--- src/rtl/rotation_pkg.sv ---
// Shared types, trig-table geometry and the quarter-wave sine generator for the rotation sequencer.
package rotation_pkg;

  typedef enum logic [1:0] {
    ST_IDLE  = 2'd0,
    ST_RUN   = 2'd1,
    ST_DRAIN = 2'd2
  } state_t;

  localparam int unsigned QUAD_W       = 2;
  localparam int unsigned ADDR_W       = 6;
  localparam int unsigned TRIG_PHASE_W = QUAD_W + ADDR_W;
  localparam int unsigned LUT_LAST     = 1 << ADDR_W;

  localparam logic [QUAD_W-1:0] QUAD_0 = 2'd0;
  localparam logic [QUAD_W-1:0] QUAD_1 = 2'd1;
  localparam logic [QUAD_W-1:0] QUAD_2 = 2'd2;
  localparam logic [QUAD_W-1:0] QUAD_3 = 2'd3;

  // round(2^nbf * sin(2*pi*k/256)) via a Q30 Taylor series; valid for k in 0..64, nbf <= 29.
  function automatic longint q_entry(input int unsigned k, input int unsigned nbf);
    longint x;
    longint x2;
    longint term;
    longint acc;
    x    = (longint'(k) * 64'sd2635358931) / 64'sd100;
    x2   = (x * x) >>> 30;
    term = x;
    acc  = x;
    for (int unsigned n = 1; n < 12; n++) begin
      term = (term * x2) >>> 30;
      term = -(term / longint'((2 * n) * (2 * n + 1)));
      acc  = acc + term;
    end
    return (acc + (longint'(1) <<< (29 - nbf))) >>> (30 - nbf);
  endfunction

endpackage

--- src/rtl/sincos_lut.sv ---
// Registered quarter-wave sin/cos lookup; forms the second pipeline stage.
module sincos_lut
  import rotation_pkg::*;
#(
  parameter int unsigned NB_OUTPUT  = 8,
  parameter int unsigned NBF_OUTPUT = 6
) (
  input  logic                          clock,
  input  logic                          i_reset,
  input  logic                          i_load,
  input  logic [TRIG_PHASE_W-1:0]       i_phase,
  output logic signed [NB_OUTPUT-1:0]   o_sin,
  output logic signed [NB_OUTPUT-1:0]   o_cos
);

  logic [NB_OUTPUT-1:0] q_tab [LUT_LAST+1];

  for (genvar k = 0; k <= LUT_LAST; k++) begin : g_tab
    localparam logic [NB_OUTPUT-1:0] QV = NB_OUTPUT'(q_entry(k, NBF_OUTPUT));
    assign q_tab[k] = QV;
  end

  logic [QUAD_W-1:0]    quad;
  logic [ADDR_W:0]      addr;
  logic [NB_OUTPUT-1:0] mag_a;
  logic [NB_OUTPUT-1:0] mag_c;
  logic [NB_OUTPUT-1:0] sin_d;
  logic [NB_OUTPUT-1:0] cos_d;
  logic [NB_OUTPUT-1:0] sin_q;
  logic [NB_OUTPUT-1:0] cos_q;

  always_comb begin
    quad  = i_phase[TRIG_PHASE_W-1 -: QUAD_W];
    addr  = {1'b0, i_phase[ADDR_W-1:0]};
    mag_a = q_tab[addr];
    mag_c = q_tab[(ADDR_W+1)'(LUT_LAST) - addr];
    sin_d = '0;
    cos_d = '0;
    unique case (quad)
      QUAD_0: begin
        sin_d = mag_a;
        cos_d = mag_c;
      end
      QUAD_1: begin
        sin_d = mag_c;
        cos_d = '0 - mag_a;
      end
      QUAD_2: begin
        sin_d = '0 - mag_a;
        cos_d = '0 - mag_c;
      end
      QUAD_3: begin
        sin_d = '0 - mag_c;
        cos_d = mag_a;
      end
      default: begin
        sin_d = '0;
        cos_d = '0;
      end
    endcase
  end

  always_ff @(posedge clock) begin
    if (i_reset) begin
      sin_q <= '0;
      cos_q <= '0;
    end else if (i_load) begin
      sin_q <= sin_d;
      cos_q <= cos_d;
    end
  end

  always_comb begin
    o_sin = sin_q;
    o_cos = cos_q;
  end

endmodule

--- src/rtl/rotation_sequencer.sv ---
// Phase accumulator, config FSM and I/Q alignment pipeline feeding the combinational rotator.
module rotation_sequencer
  import rotation_pkg::*;
#(
  parameter int unsigned NB_OUTPUT  = 8,
  parameter int unsigned NBF_OUTPUT = 6,
  parameter int unsigned NB_PHASE   = 10
) (
  input  logic                        clock,
  input  logic                        i_reset,
  input  logic                        i_enable,
  input  logic                        i_cfg_valid,
  input  logic [NB_PHASE-1:0]         i_cfg_phase_inc,
  input  logic [NB_PHASE-1:0]         i_cfg_phase_init,
  output logic                        o_cfg_ready,
  input  logic                        i_valid,
  input  logic signed [NB_OUTPUT-1:0] i_dataI,
  input  logic signed [NB_OUTPUT-1:0] i_dataQ,
  output logic                        o_ready,
  output logic                        o_valid,
  output logic signed [NB_OUTPUT-1:0] o_dataI,
  output logic signed [NB_OUTPUT-1:0] o_dataQ,
  output logic signed [NB_OUTPUT-1:0] o_dataSin,
  output logic signed [NB_OUTPUT-1:0] o_dataCos,
  output logic [NB_PHASE-1:0]         o_phase
);

  state_t                  state_q, state_d;
  logic [NB_PHASE-1:0]     phase_q, phase_d;
  logic [NB_PHASE-1:0]     inc_q, inc_d;
  logic                    s1_valid_q, s1_valid_d;
  logic                    s2_valid_q, s2_valid_d;
  logic [NB_OUTPUT-1:0]    s1_i_q, s1_i_d;
  logic [NB_OUTPUT-1:0]    s1_q_q, s1_q_d;
  logic [TRIG_PHASE_W-1:0] s1_ph_q, s1_ph_d;
  logic [NB_OUTPUT-1:0]    s2_i_q, s2_i_d;
  logic [NB_OUTPUT-1:0]    s2_q_q, s2_q_d;
  logic                    pipe_empty;
  logic                    accept;
  logic                    cfg_fire;
  logic signed [NB_OUTPUT-1:0] lut_sin;
  logic signed [NB_OUTPUT-1:0] lut_cos;

  always_comb begin
    pipe_empty  = !s1_valid_q && !s2_valid_q;
    o_ready     = (state_q == ST_RUN) && i_enable;
    o_cfg_ready = (state_q != ST_RUN) && pipe_empty;
    accept      = i_valid && o_ready;
    cfg_fire    = i_cfg_valid && o_cfg_ready;
  end

  always_comb begin
    state_d    = state_q;
    phase_d    = phase_q;
    inc_d      = inc_q;
    s1_valid_d = accept;
    s2_valid_d = s1_valid_q;
    s1_i_d     = s1_i_q;
    s1_q_d     = s1_q_q;
    s1_ph_d    = s1_ph_q;
    s2_i_d     = s2_i_q;
    s2_q_d     = s2_q_q;

    if (accept) begin
      s1_i_d  = i_dataI;
      s1_q_d  = i_dataQ;
      s1_ph_d = phase_q[NB_PHASE-1 -: TRIG_PHASE_W];
      phase_d = phase_q + inc_q;
    end
    if (s1_valid_q) begin
      s2_i_d = s1_i_q;
      s2_q_d = s1_q_q;
    end

    // A request seen in RUN still lets that cycle's sample through with the old config.
    unique case (state_q)
      ST_IDLE: begin
        if (cfg_fire) begin
          phase_d = i_cfg_phase_init;
          inc_d   = i_cfg_phase_inc;
          state_d = ST_RUN;
        end
      end
      ST_RUN: begin
        if (i_cfg_valid) begin
          state_d = ST_DRAIN;
        end
      end
      ST_DRAIN: begin
        if (cfg_fire) begin
          phase_d = i_cfg_phase_init;
          inc_d   = i_cfg_phase_inc;
          state_d = ST_RUN;
        end else if (!i_cfg_valid) begin
          state_d = ST_RUN;
        end
      end
      default: state_d = ST_IDLE;
    endcase
  end

  always_ff @(posedge clock) begin
    if (i_reset) begin
      state_q    <= ST_IDLE;
      phase_q    <= '0;
      inc_q      <= '0;
      s1_valid_q <= 1'b0;
      s2_valid_q <= 1'b0;
      s1_i_q     <= '0;
      s1_q_q     <= '0;
      s1_ph_q    <= '0;
      s2_i_q     <= '0;
      s2_q_q     <= '0;
    end else begin
      state_q    <= state_d;
      phase_q    <= phase_d;
      inc_q      <= inc_d;
      s1_valid_q <= s1_valid_d;
      s2_valid_q <= s2_valid_d;
      s1_i_q     <= s1_i_d;
      s1_q_q     <= s1_q_d;
      s1_ph_q    <= s1_ph_d;
      s2_i_q     <= s2_i_d;
      s2_q_q     <= s2_q_d;
    end
  end

  sincos_lut #(
    .NB_OUTPUT  (NB_OUTPUT),
    .NBF_OUTPUT (NBF_OUTPUT)
  ) u_sincos_lut (
    .clock   (clock),
    .i_reset (i_reset),
    .i_load  (s1_valid_q),
    .i_phase (s1_ph_q),
    .o_sin   (lut_sin),
    .o_cos   (lut_cos)
  );

  always_comb begin
    o_valid   = s2_valid_q;
    o_dataI   = s2_i_q;
    o_dataQ   = s2_q_q;
    o_dataSin = lut_sin;
    o_dataCos = lut_cos;
    o_phase   = phase_q;
  end

endmodule

--- config.mk ---
export PLATFORM = sky130hd
export DESIGN_NAME = rotation_sequencer
export DESIGN_NICKNAME = d
export VERILOG_FILES = /design/src/rtl/rotation_pkg.sv /design/src/rtl/sincos_lut.sv /design/src/rtl/rotation_sequencer.sv
export SDC_FILE = /design/constraint.sdc
export NUM_CORES = 1
export LEC_CHECK = 0
export ABC_AREA = 1
export BUFFER_PORTS_ARGS = -buffer_cell sky130_fd_sc_hd__buf_2
export CAP_MARGIN = 25
export CORE_MARGIN = 2
export CORE_UTILIZATION = 50
export DETAILED_ROUTE_END_ITERATION = 7
export GPL_ROUTABILITY_DRIVEN = 0
export GPL_TIMING_DRIVEN = 0
export PLACE_DENSITY = 0.75
export SLEW_MARGIN = 20
export SYNTH_ARGS = -nofsm -noshare
export SYNTH_HDL_FRONTEND = slang
export SYNTH_SLANG_ARGS = --single-unit
--- constraint.sdc ---
create_clock -name clock -period 2.6 [get_ports clock]
set_input_delay 0.13 -clock clock [delete_from_list [all_inputs] [get_ports clock]]
set_output_delay 0.13 -clock clock [all_outputs]
set_load 0.02 [all_outputs]
-- After elaboration in Yosys (flattened, before gate mapping)
Memory sizes are Yosys's and may differ from the RTL's.
Index checks and enable logic that the tools add are counted.
- flip-flop bits (word level): 80
- bits in latches: 0
- bits in writable memories: 0
- ROM bits: 2048
- input bits: 41
- memories: 2
- memory list (memory ; words ; bits a word ; rd ports ; clocked after memory_dff ; wr ports ; RTL line ; text):
    (no name shown) ; 128 ; 8 ; 1 ; 0 ; 0 ; sincos_lut.sv:36 ; mag_c = q_tab[(ADDR_W+1)'(LUT_LAST) - addr];
    (no name shown) ; 128 ; 8 ; 1 ; 0 ; 0 ; sincos_lut.sv:35 ; mag_a = q_tab[addr];
- $add $sub $neg: 4
- multipliers: 0
- div/mod/pow operators: 0
- order comparisons: 2
- equal/unequal tests: 9
- shift-type cells: 0
- muxes and demuxes: 14
- bitwise gates (word level): 2
- reductions and logical operators: 12
- operators with widths (operator ; count):
    $pmux 8 s4 ; 2
    $mux 8 ; 4
    $mux 10 ; 3
    $ge 8x8->1 const B ; 2
    $sub 1x8->8 const A ; 2
    $add 10x10->10 ; 1
    $mux 2 ; 4
    $not 6->8 ; 1
    $not 7->8 ; 1
    $sub 7x6->7 const A ; 1
    $eq 2x2->1 const B ; 3
    $pmux 2 s3 ; 1
    $logic_and 1x1->1 ; 5
    $eq 2x1->1 const B ; 2
    $logic_not 2->1 ; 2
    $ne 2x2->1 const B ; 2
    $ne 3x3->1 const B ; 1
    $reduce_and 3->1 ; 1
    $logic_not 1->1 ; 2
    $ne 2x1->1 const B ; 1
    $reduce_and 2->1 ; 1
    $reduce_or 2->1 ; 1

-- Logic depth before layout (Yosys ltp)
Gate-level depths: netlist of the first run.
- depth after elaboration: 7
- mapped depth: 22
- gate-level depth less buffers: 21

-- Cells and area by module
A second synthesis of the first run with hierarchy kept.
- cells, all modules: 793
- area, all modules: 5074.9 µm²
- by module, submodules not included (module ; times used ; cells an instance ; area each (µm²) ; seq. area each (µm²)):
    rotation_sequencer ; 1 ; 359 ; 2761.4 ; 1281.2
    sincos_lut ; 1 ; 434 ; 2313.5 ; 320.3

-- Worst setup path after synthesis of the first run
OpenSTA, ideal clock, no wires.
- kind: register to register
- from: register s1_ph_q[0]
- to: register u_sincos_lut.sin_q[6] (netlist: u_sincos_lut.o_sin[6])
- setup time: 0.132 ns
- data arrival time: 2.608 ns
- setup slack: -0.141 ns
- cell stages (with the launch flop): 19
- clock period less this slack: 2.741 ns
- cell sequence: dfxtp_1 -> inv_1 -> ha_1 -> inv_1 -> ha_1 -> buf_2 -> buf_2 -> o21ai_0 -> nand3_1 -> nand3_1 -> nand3_1 -> nand3_2 -> nand2_2 -> inv_2 -> nand2_2 -> o21ai_1 -> nand2_1 -> nand2_1 -> a21oi_1
- longest elaborated chain between the ends: 7
- elaborated cells between the ends (all ways): 12
- those cells by class: add/sub (3); mux (5); bitwise (2); memory (2)
- RTL lines (item ; RTL line ; text):
    from (decl) ; rotation_sequencer.sv:35 ; logic [TRIG_PHASE_W-1:0] s1_ph_q, s1_ph_d;
    from (signal assigned) ; rotation_sequencer.sv:122 ; s1_ph_q <= s1_ph_d;
    $sub 7x6->7 ; sincos_lut.sv:36 ;
    $not 7->8 (not written as such) ; sincos_lut.sv:36 ;
    $mem_v2 128x8 ; - ;
    $mux 8 (not written as such) (2 in series) ; sincos_lut.sv:36 ;
    $sub 1x8->8 ; sincos_lut.sv:53 ; sin_d = '0 - mag_c;
    $pmux 8 s4 * ; sincos_lut.sv:39 ; unique case (quad)
    to (signal assigned) ; sincos_lut.sv:68 ; sin_q <= sin_d;
    to (decl) ; sincos_lut.sv:29 ; logic [NB_OUTPUT-1:0] sin_q;
Mark *: on every way between the ends. The rest lies on a longest branch, timed or not. The select of a mux whose other input is x is not followed.
A chain may end at the register's enable or synchronous reset.

-- Final worst setup path of the first run
- from: register s1_ph_q[1]
- to: register u_sincos_lut.cos_q[6] (netlist: u_sincos_lut.o_cos[6])
- longest elaborated chain between the ends: 7
- elaborated cells between the ends (all ways): 12
- those cells by class: add/sub (3); mux (5); bitwise (2); memory (2)
- RTL lines (item ; RTL line ; text):
    $sub 7x6->7 ; sincos_lut.sv:36 ;
    $not 7->8 (not written as such) ; sincos_lut.sv:36 ;
    $mem_v2 128x8 ; - ;
    $mux 8 (not written as such) (2 in series) ; sincos_lut.sv:36 ;
    $sub 1x8->8 ; sincos_lut.sv:50 ; cos_d = '0 - mag_c;
    $pmux 8 s4 * ; sincos_lut.sv:39 ;
    to (signal assigned) ; sincos_lut.sv:69 ; cos_q <= cos_d;
    to (decl) ; sincos_lut.sv:30 ; logic [NB_OUTPUT-1:0] cos_q;
Marks and branches as above.

==> impl_metrics.csv, run 1 <==
group,metric,value,unit
outcome,status,"finished clean",
placement,portBuffers,85,
worst_setup_path,reg2reg_to,"u_sincos_lut.o_cos[6]",
global_routing,grt_max_degree,17,
routing,avgRoutedWirePerCell,14.44,um
sta,fin_skew,14.00,ps
synthesis,synthTopCellsByArea,"dfxtp_1, nand2_1, a21oi_1",
global_routing,grt_usage,0.2743,
global_routing,grt_overflow,0,
worst_setup_path,crit_fanout,6,
synthesis,async_flop_share,0,
routing,drt_iter0_drc,290,
sta,finalSetupViolations,0,
sta,slew_violations,0,
flow_run,cap_violations,0,
final_layout,final_cells,1016,
global_routing,grt_pass1_wl,23.64,mm
pwr,combPwrFrac,0.336,
synthesis,ys_types,40,
synthesis,synth_ff_type,"dfxtp_1",
cts,cts-root-buf,"clkbuf_8",
synthesis,synthCells,765,
global_routing,antenna_found_initial,0,
routing,wl,14.67,mm
sta,post-route-period-util,0.9629,
worst_setup_path,crit_path_end_kind,"flop",
cts,cts_buffers,9,
worst_setup_path,r2r-start,"s1_ph_q[1]",
routing,postRouteAntennaNets,0,
routing,vias_per_cell,5.533,
worst_setup_path,rrSetupSlack,100,ps
die,design.die.area,10690,sq um
cts,ctsHtreeMaxLevel,3,
die,die-width,103.4,um
pwr,power.switching,1.327,mW
routing,drc,0,
synthesis,ys_seq_area_frac,0.3242,
die,rows,36,
cts,clkSinkCount,80,
final_layout,drive_gt1_frac,0.2265,
synthesis,ys_seq_elements,80,
pwr,power_density,571.3,nW/um^2
worst_setup_path,criticalPathCategory,"flop to flop",
sta,fin_ws,96.46,ps
pwr,sw_frac_of_total,0.3798,
synthesis,synth_commonest_cells,"nand2_1, nor2_1, dfxtp_1",
routing,drtPass1Iterations,5,
final_layout,antenna_cells,0,
final_layout,area_growth,23.78,%
sta,fin_crit,2504,ps
cts,ctsLongestPathBuffers,2,
cts,tritoncts,"yes",
worst_setup_path,arrival,2710,ps
placement,hpwl,10.55,mm
die,core_area,9684,sq um
worst_setup_path,endpoint,"u_sincos_lut.o_cos[6]",
global_routing,grt_pass1_vias,5257,
sta,finalHoldViolations,0,
synthesis,yosysMostFrequentCell,"nand2_1",
worst_setup_path,crit_required,2810,ps
pwr,clkPwrFrac,0.282,
sta,max_slew.worst_pin.slew,704.0,ps
final_layout,nets,941,
pwr,leakage,2.914,nW
synthesis,synthesis.area,4940,sq um
final_layout,ff_latch_area,1613,sq um
synthesis,synth_top_area_frac,0.3242,
synthesis,synth_nets,828,
pwr,p_int,2.167,mW
worst_hold_path,hold_class,"input port to flop",
placement,dp_cells,983,
die,die_h,103.4,um
synthesis,syn_avg_cell_area,6.457,sq um
synthesis,synth_top_area_cell,"dfxtp_1",
sta,relSlewSlack,0.5290,
synthesis,yosysWarnings,0,
cts,path_clk_slew,100,ps
final_layout,multi_input_area,3199,sq um
routing,num_vias,5622,
die,io_pins,86,
worst_hold_path,hold_path_depth,3,
sta,grt_setup_unrepaired,"true",
worst_setup_path,cp-start-kind,"flop",
worst_setup_path,r2r_cells,19,
worst_setup_path,crit_start,"s1_ph_q[1]",
cts,clk_latency,360,ps
pwr,pwr-share-seq,0.383,
placement,place_ws,-511.0,ps
die,initial_core_util,0.5101,
pwr,vdd_drop_max,0.3840,mV
sta,fmax,399.4,MHz
final_layout,nFillCells,931,
synthesis,synth-edff-count,0,
## logic make-up after synthesis
kind of cell / synth area share
xor+xnor: 0.01241
fa+ha+maj: 0.05724
compound gates: 0.1960
buf+inv: 0.06940
flops: 0.3242
simple gates: 0.3407
## stage by stage
step,power (mW),TNS (ps),cell area (sq um),utilization,hold WS (ps)
4_1_cts,3.339,0,5857,0.6048,0.5529
3_3_place_gp,2.313,-4106,5537,0.5717,358.3
5_1_grt,3.675,-165.6,6115,0.6314,13.33
2_1_floorplan,2.096,0,4945,-,245.4
3_5_place_dp,2.342,-5412,5537,0.5717,379.3
6_report,3.494,0,6115,0.6314,9.108
## worst min-delay path by stage
stage | from | to | slack, ps
after floorplan | i_cfg_valid | state_q[0] | 250
after global placement | i_cfg_valid | state_q[0] | 360
after detailed placement | i_cfg_phase_init[1] | o_phase[1] | 380
after CTS | i_dataI[3] | s1_i_q[3] | 0.6
after global routing | i_dataQ[5] | s1_q_q[5] | 10
final | i_dataI[3] | s1_i_q[3] | 9
## worst max-delay path, stage by stage (launching register included)
cell	delay, ps
dfxtp_4	360
clkinvlp_4	100
ha_4	180
inv_4	70
ha_4	220
buf_6	140
o21ai_1	150
nand3_1	90
nand2_1	90
nand2_1	50
nand2_1	70
nand2_1	90
nand3_4	100
nand2_4	70
nor2_4	130
nand2_4	100
o21ai_4	160
nand2_1	70
nand2_1	80
a21oi_2	50
## placed cells by master (no fill, tap or decap), types with 9 or more instances in the layout
| cell | count |
|---|---|
| clkbuf_8 | 9 |
| dfxtp_1 | 77 |
| nand3_1 | 52 |
| o21ai_0 | 71 |
| buf_2 | 86 |
| nand2_2 | 13 |
| inv_2 | 11 |
| nand2_1 | 186 |
| inv_1 | 38 |
| ha_1 | 16 |
| buf_4 | 18 |
| a21oi_1 | 77 |
| nor2_1 | 91 |
| clkbuf_1 | 25 |
## power by group through the flow
stage | combinational [mW] | clock [mW] | sequential, mW
2_1_floorplan | 0.706 | 0 | 1.39
3_3_place_gp | 0.948 | 0 | 1.36
3_5_place_dp | 0.973 | 0 | 1.37
4_1_cts | 1.01 | 0.996 | 1.34
5_1_grt | 1.30 | 1.03 | 1.35
6_report | 1.17 | 0.984 | 1.34
## metal layers
metal	wire [um]	share of wire	GRT usage
met1	6107	0.42	0.3444
met2	7154	0.49	0.4789
met3	1160	0.079	0.05242
met4	248	0.017	0.07794
met5	0	0	0
## flip-flops by register name, summed over array words and instances, names as in the netlist, 2 cells and up
name,count
s1_q_q,8
s1_ph_q,8
state_q,2
u_sincos_lut.o_sin,8
inc_q,10
s1_i_q,8
o_dataI,8
u_sincos_lut.o_cos,8
o_dataQ,8
o_phase,10
## what timing repair did
item	4_1_cts	5_1_grt
buffers inserted	8	9
cloned	0	0
endpoints found under the hold margin	1	0
resized for setup	14	45
pin swaps	4	17
hold buffers	1	0
setup endpoints to repair	16	14
## final cells by class
| class | instances | share of cell area |
|---|---|---|
| Sequential cell | 80 | 0.2638 |
| Timing Repair Buffer | 103 | 0.09270 |
| Multi-Input combinational cell | 597 | 0.5232 |
| Clock buffer | 9 | 0.02026 |
| Inverter | 56 | 0.03704 |
| Buffer | 31 | 0.02189 |
| Tap cell | 133 | 0.02722 |
| Clock inverter | 7 | 0.01391 |
Power figures use the tool's default switching activity.
==> run 2, diff against run 1 <==
Settings changed: CORE_UTILIZATION 50 to 45, PLACE_DENSITY 0.75 to 0.69, REMOVE_ABC_BUFFERS from default to 1.
==> impl_metrics.csv, run 2 (same netlist as run 1, synthesis figures left out) <==
group,metric,value,unit
outcome,status,"finished clean",
final_layout,drive_gt1_frac,0.2239,
pwr,leakage,2.913,nW
sta,fin_setup_tns,0,ps
global_routing,grt_pass1_vias,5177,
final_layout,nFillCells,1040,
final_layout,multi_input_area,3153,sq um
final_layout,final_common_cell,"nand2_1",
sta,fmax,403.8,MHz
cts,cts_buffers,9,
final_layout,nets,920,
die,die-width,108.8,um
die,core_area,10790,sq um
cts,tritoncts,"yes",
sta,post-route-period-util,0.9524,
pwr,power_density,576.3,nW/um^2
cts,path_clk_slew,90,ps
final_layout,area_growth,23.02,%
worst_setup_path,cp-start-kind,"flop",
die,rows,38,
worst_hold_path,hold_path_depth,3,
sta,grt_setup_unrepaired,"true",
routing,vias_per_cell,5.328,
final_layout,antenna_cells,0,
cts,clkSinkCount,80,
final_layout,final_cells,1002,
routing,num_vias,5339,
global_routing,grt_pass1_wl,22.41,mm
sta,fin_ws,123.7,ps
final_layout,design_area,6077,sq um
routing,postRouteAntennaNets,0,
routing,drtPass1Iterations,5,
routing,drt_iter0_drc,306,
worst_hold_path,hold_class,"input port to flop",
sta,slew_violations,0,
final_layout,ff_latch_area,1617,sq um
cts,ctsHtreeMaxLevel,3,
placement,place_ws,-875.9,ps
worst_setup_path,crit_fanout,9,
global_routing,antenna_found_initial,0,
placement,placed_area,5426,sq um
global_routing,grt_usage,0.2322,
worst_setup_path,arrival,2690,ps
worst_setup_path,crit_path_end_kind,"flop",
final_layout,fin_util,0.5631,
global_routing,grt_max_degree,45,
global_routing,grt_overflow,0,
final_layout,final_cell_mix,"nand2_1, nor2_1, buf_2, a21oi_1, dfxtp_1",
worst_setup_path,criticalPathCategory,"flop to flop",
pwr,finalPower,3.503,mW
sta,finalSetupViolations,0,
sta,whs,15.90,ps
sta,relSlewSlack,0.5192,
sta,finalHoldViolations,0,
placement,hpwl,9.118,mm
routing,drc,0,
placement,dp_cells,959,
worst_setup_path,r2r_cells,19,
sta,fin_skew,11.77,ps
die,die_h,108.8,um
worst_setup_path,rrSetupSlack,120,ps
cts,ctsLongestPathBuffers,2,
pwr,vdd_drop_max,0.4358,mV
sta,fin_crit,2476,ps
worst_setup_path,crit_required,2820,ps
flow_run,cap_violations,0,
die,io_pins,86,
die,design.die.area,11830,sq um
die,initial_core_util,0.4577,
routing,avgRoutedWirePerCell,13.32,um
cts,clk_latency,360,ps
routing,wl,13.34,mm
sta,max_slew.worst_pin.slew,721.3,ps
placement,portBuffers,85,
cts,cts-root-buf,"clkbuf_8",
==> run 2: cell count changes in the layout (fill, tap and decap cells not counted), sizes merged <==
cell and delta:
clkinv +2, clkinvlp -3, clkbuf -26, buf -7, dlygate4sd3 +12, bufinv +1
==> run 2: path summary, 6_finish.rpt <==
check,from,endpoint
min,i_cfg_phase_init[1],o_phase[1]
min reg2reg,u_sincos_lut.o_sin[3],u_sincos_lut.o_sin[3]
max reg2reg,s1_ph_q[1],u_sincos_lut.o_cos[6]
max,s1_ph_q[1],u_sincos_lut.o_cos[6]
==> run 2: metal layers <==
metal	vias to the layer above	routed length, um	global-route usage
li1	2707	-	-
met1	2421	5749	0.2804
met2	190	6533	0.3973
met3	21	874	0.06097
met4	0	185	0.08333
met5	-	0	0
==> run 2: where the power goes <==
part	switching (mW)	internal [mW]
sequential	0.0572	1.28
combinational	0.696	0.397
clock	0.506	0.561
==> run 2: timing repair <==
item	4_1_cts	5_1_grt
buffers inserted	7	7
pin swaps	3	6
hold buffers	10	3
endpoints found under the setup margin	37	23
hold endpoints to repair	10	3
gates resized for setup	20	32
==> run 2: area by class of cell <==
cell class / count / share of cell area
Multi-Input combinational cell: 597 / 0.5188
Sequential cell: 80 / 0.2660
Inverter: 56 / 0.03644
Tap cell: 140 / 0.02882
Clock inverter: 7 / 0.01832
Clock buffer: 9 / 0.02038
Timing Repair Buffer: 113 / 0.1112
==> run 2: critical path: stages, from the launching register on <==
cell and delay (ps):
dfxtp_4 360, inv_6 90, ha_4 150, inv_2 60
ha_4 260, buf_4 170, o21ai_1 140, nand3_1 80
nand2_1 80, nand2_1 40, nand2_1 90, nand2_2 80
nand3_4 100, nand2_2 100, nor2_4 110, nand2_4 80
o21ai_2 150, nand2_1 80, nand2_1 60, a21oi_1 50
==> run 3, diff against run 2 <==
Settings changed: CORE_MARGIN 2 to 5, SKIP_LAST_GASP from default to 1.
==> impl_metrics.csv, run 3 (same netlist as run 1, synthesis figures left out) <==
group,metric,value,unit
outcome,status,"finished clean",
final_layout,area_growth,25.38,%
cts,cts_buffers,9,
sta,fin_skew,16.56,ps
sta,max_slew.worst_pin.slew,900.0,ps
worst_hold_path,hold_path_end,"s1_i_q[2]",
final_layout,ff_latch_area,1615,sq um
worst_setup_path,cp-start-kind,"flop",
final_layout,final_common_cell,"nand2_1",
routing,drc,0,
sta,relSlewSlack,0.3992,
placement,portBuffers,85,
final_layout,final_cell_mix,"nand2_1, nor2_1, buf_2, a21oi_1, dfxtp_1",
global_routing,antenna_found_initial,0,
die,design.die.area,13170,sq um
global_routing,grt_max_degree,45,
die,rows,38,
worst_setup_path,rrSetupSlack,60,ps
final_layout,antenna_cells,0,
worst_setup_path,arrival,2760,ps
worst_setup_path,criticalPathCategory,"flop to flop",
cts,ctsHtreeMaxLevel,3,
routing,num_vias,5385,
flow_run,cap_violations,0,
sta,post-route-period-util,0.9779,
worst_setup_path,reg2reg_to,"u_sincos_lut.o_sin[6]",
sta,grt_setup_unrepaired,"true",
pwr,sw_frac_of_total,0.3634,
worst_setup_path,r2r_cells,19,
cts,cts-root-buf,"clkbuf_8",
pwr,vdd_drop_max,0.3767,mV
die,initial_core_util,0.4577,
routing,vias_per_cell,5.348,
sta,fin_ws,57.42,ps
worst_hold_path,hold_class,"input port to flop",
cts,clk_latency,360,ps
sta,whs,16.97,ps
sta,fin_crit,2543,ps
pwr,clkPwrFrac,0.303,
global_routing,grt_pass1_vias,5083,
die,die-width,114.8,um
global_routing,grt_pass1_wl,22.53,mm
die,io_pins,86,
global_routing,grt_overflow,0,
placement,place_ws,-825.2,ps
worst_hold_path,min_from,"i_dataI[2]",
die,core_area,10790,sq um
pwr,combPwrFrac,0.319,
sta,finalHoldViolations,0,
final_layout,nFillCells,1030,
final_layout,nets,925,
routing,drt_iter0_drc,318,
sta,slew_violations,0,
worst_setup_path,r2r-start,"s1_ph_q[1]",
die,die_h,114.8,um
worst_setup_path,crit_fanout,8,
cts,ctsLongestPathBuffers,2,
pwr,p_int,2.268,mW
worst_setup_path,crit_required,2810,ps
pwr,pwr-share-seq,0.378,
routing,postRouteAntennaNets,0,
routing,avgRoutedWirePerCell,13.78,um
cts,path_clk_slew,100,ps
pwr,power.switching,1.295,mW
sta,finalSetupViolations,0,
cts,clkSinkCount,80,
final_layout,drive_gt1_frac,0.2434,
global_routing,grt_usage,0.2060,
pwr,leakage,2.956,nW
pwr,power_density,575.4,nW/um^2
final_layout,multi_input_area,3211,sq um
routing,drtPass1Iterations,5,
worst_hold_path,hold_path_depth,3,
placement,hpwl,9.213,mm
sta,fmax,393.3,MHz
worst_setup_path,crit_path_end_kind,"flop",
routing,wl,13.87,mm
cts,tritoncts,"yes",
==> run 3: worst max path at each step <==
stage | startpoint | depth (start not counted) | end
2_1_floorplan | s1_ph_q[0] | 18 | u_sincos_lut.o_sin[6]
3_3_place_gp | s1_ph_q[0] | 18 | u_sincos_lut.o_sin[6]
3_5_place_dp | s1_ph_q[0] | 18 | u_sincos_lut.o_sin[6]
4_1_cts | s1_ph_q[1] | 18 | u_sincos_lut.o_sin[6]
5_1_grt | s1_ph_q[1] | 17 | u_sincos_lut.o_sin[2]
6_report | s1_ph_q[1] | 19 | u_sincos_lut.o_sin[6]
==> run 3: worst max-delay path, stage by stage, from the launching register on <==
cell,delay [ps]
dfxtp_4,380
inv_8,80
ha_4,170
inv_4,50
ha_4,260
buf_6,150
o21ai_2,120
nand3_1,80
nand2_1,80
nand2_1,50
nand2_1,100
nand2_2,80
nand3_4,100
nand2_2,120
nor2_4,120
nand2_4,80
o21ai_2,180
nand2_1,80
nand2_1,60
a21oi_1,60
==> run 3: area by class of cell <==
type / count / share of cell area
Multi-Input combinational cell: 597 / 0.5184
Sequential cell: 80 / 0.2608
Clock buffer: 9 / 0.02000
Tap cell: 140 / 0.02828
Timing Repair Buffer: 118 / 0.1184
Clock inverter: 7 / 0.01798
Inverter: 56 / 0.03616
==> run 3: metrics by stage <==
step	utilization	instance area (sq um)	total power, mW	cells	TNS [ps]
finish	0.5738	6193	3.564	1007	0
CTS	0.5460	5893	3.446	992	-68.70
global route	0.5738	6193	3.780	1007	-299.6
floorplan	-	4807	2.074	733	-1790
detailed placement	0.5039	5439	2.318	959	-15500
global placement	0.5010	5408	2.290	958	-30470
==> run 3: power groups by stage <==
stage	Combinational (mW)	Clock [mW]	Sequential [mW]
floorplan	0.677	0	1.40
global placement	0.916	0	1.37
detailed placement	0.941	0	1.38
CTS	0.989	1.11	1.35
global route	1.27	1.15	1.36
finish	1.14	1.08	1.35
==> run 3: timing repair <==
action / 4_1_cts / 5_1_grt
endpoints found under the hold margin: 13 / 0
hold buffers: 13 / 0
endpoints found under the setup margin: 39 / 17
pin swaps: 2 / 23
gates resized for setup: 19 / 50
buffers inserted: 4 / 15
==> run 3: layer usage <==
metal / GRT usage / routed length, um
met1: 0.2559 / 5927
met2: 0.3543 / 6759
met3: 0.04737 / 1007
met4: 0.06573 / 179
met5: 0 / 0
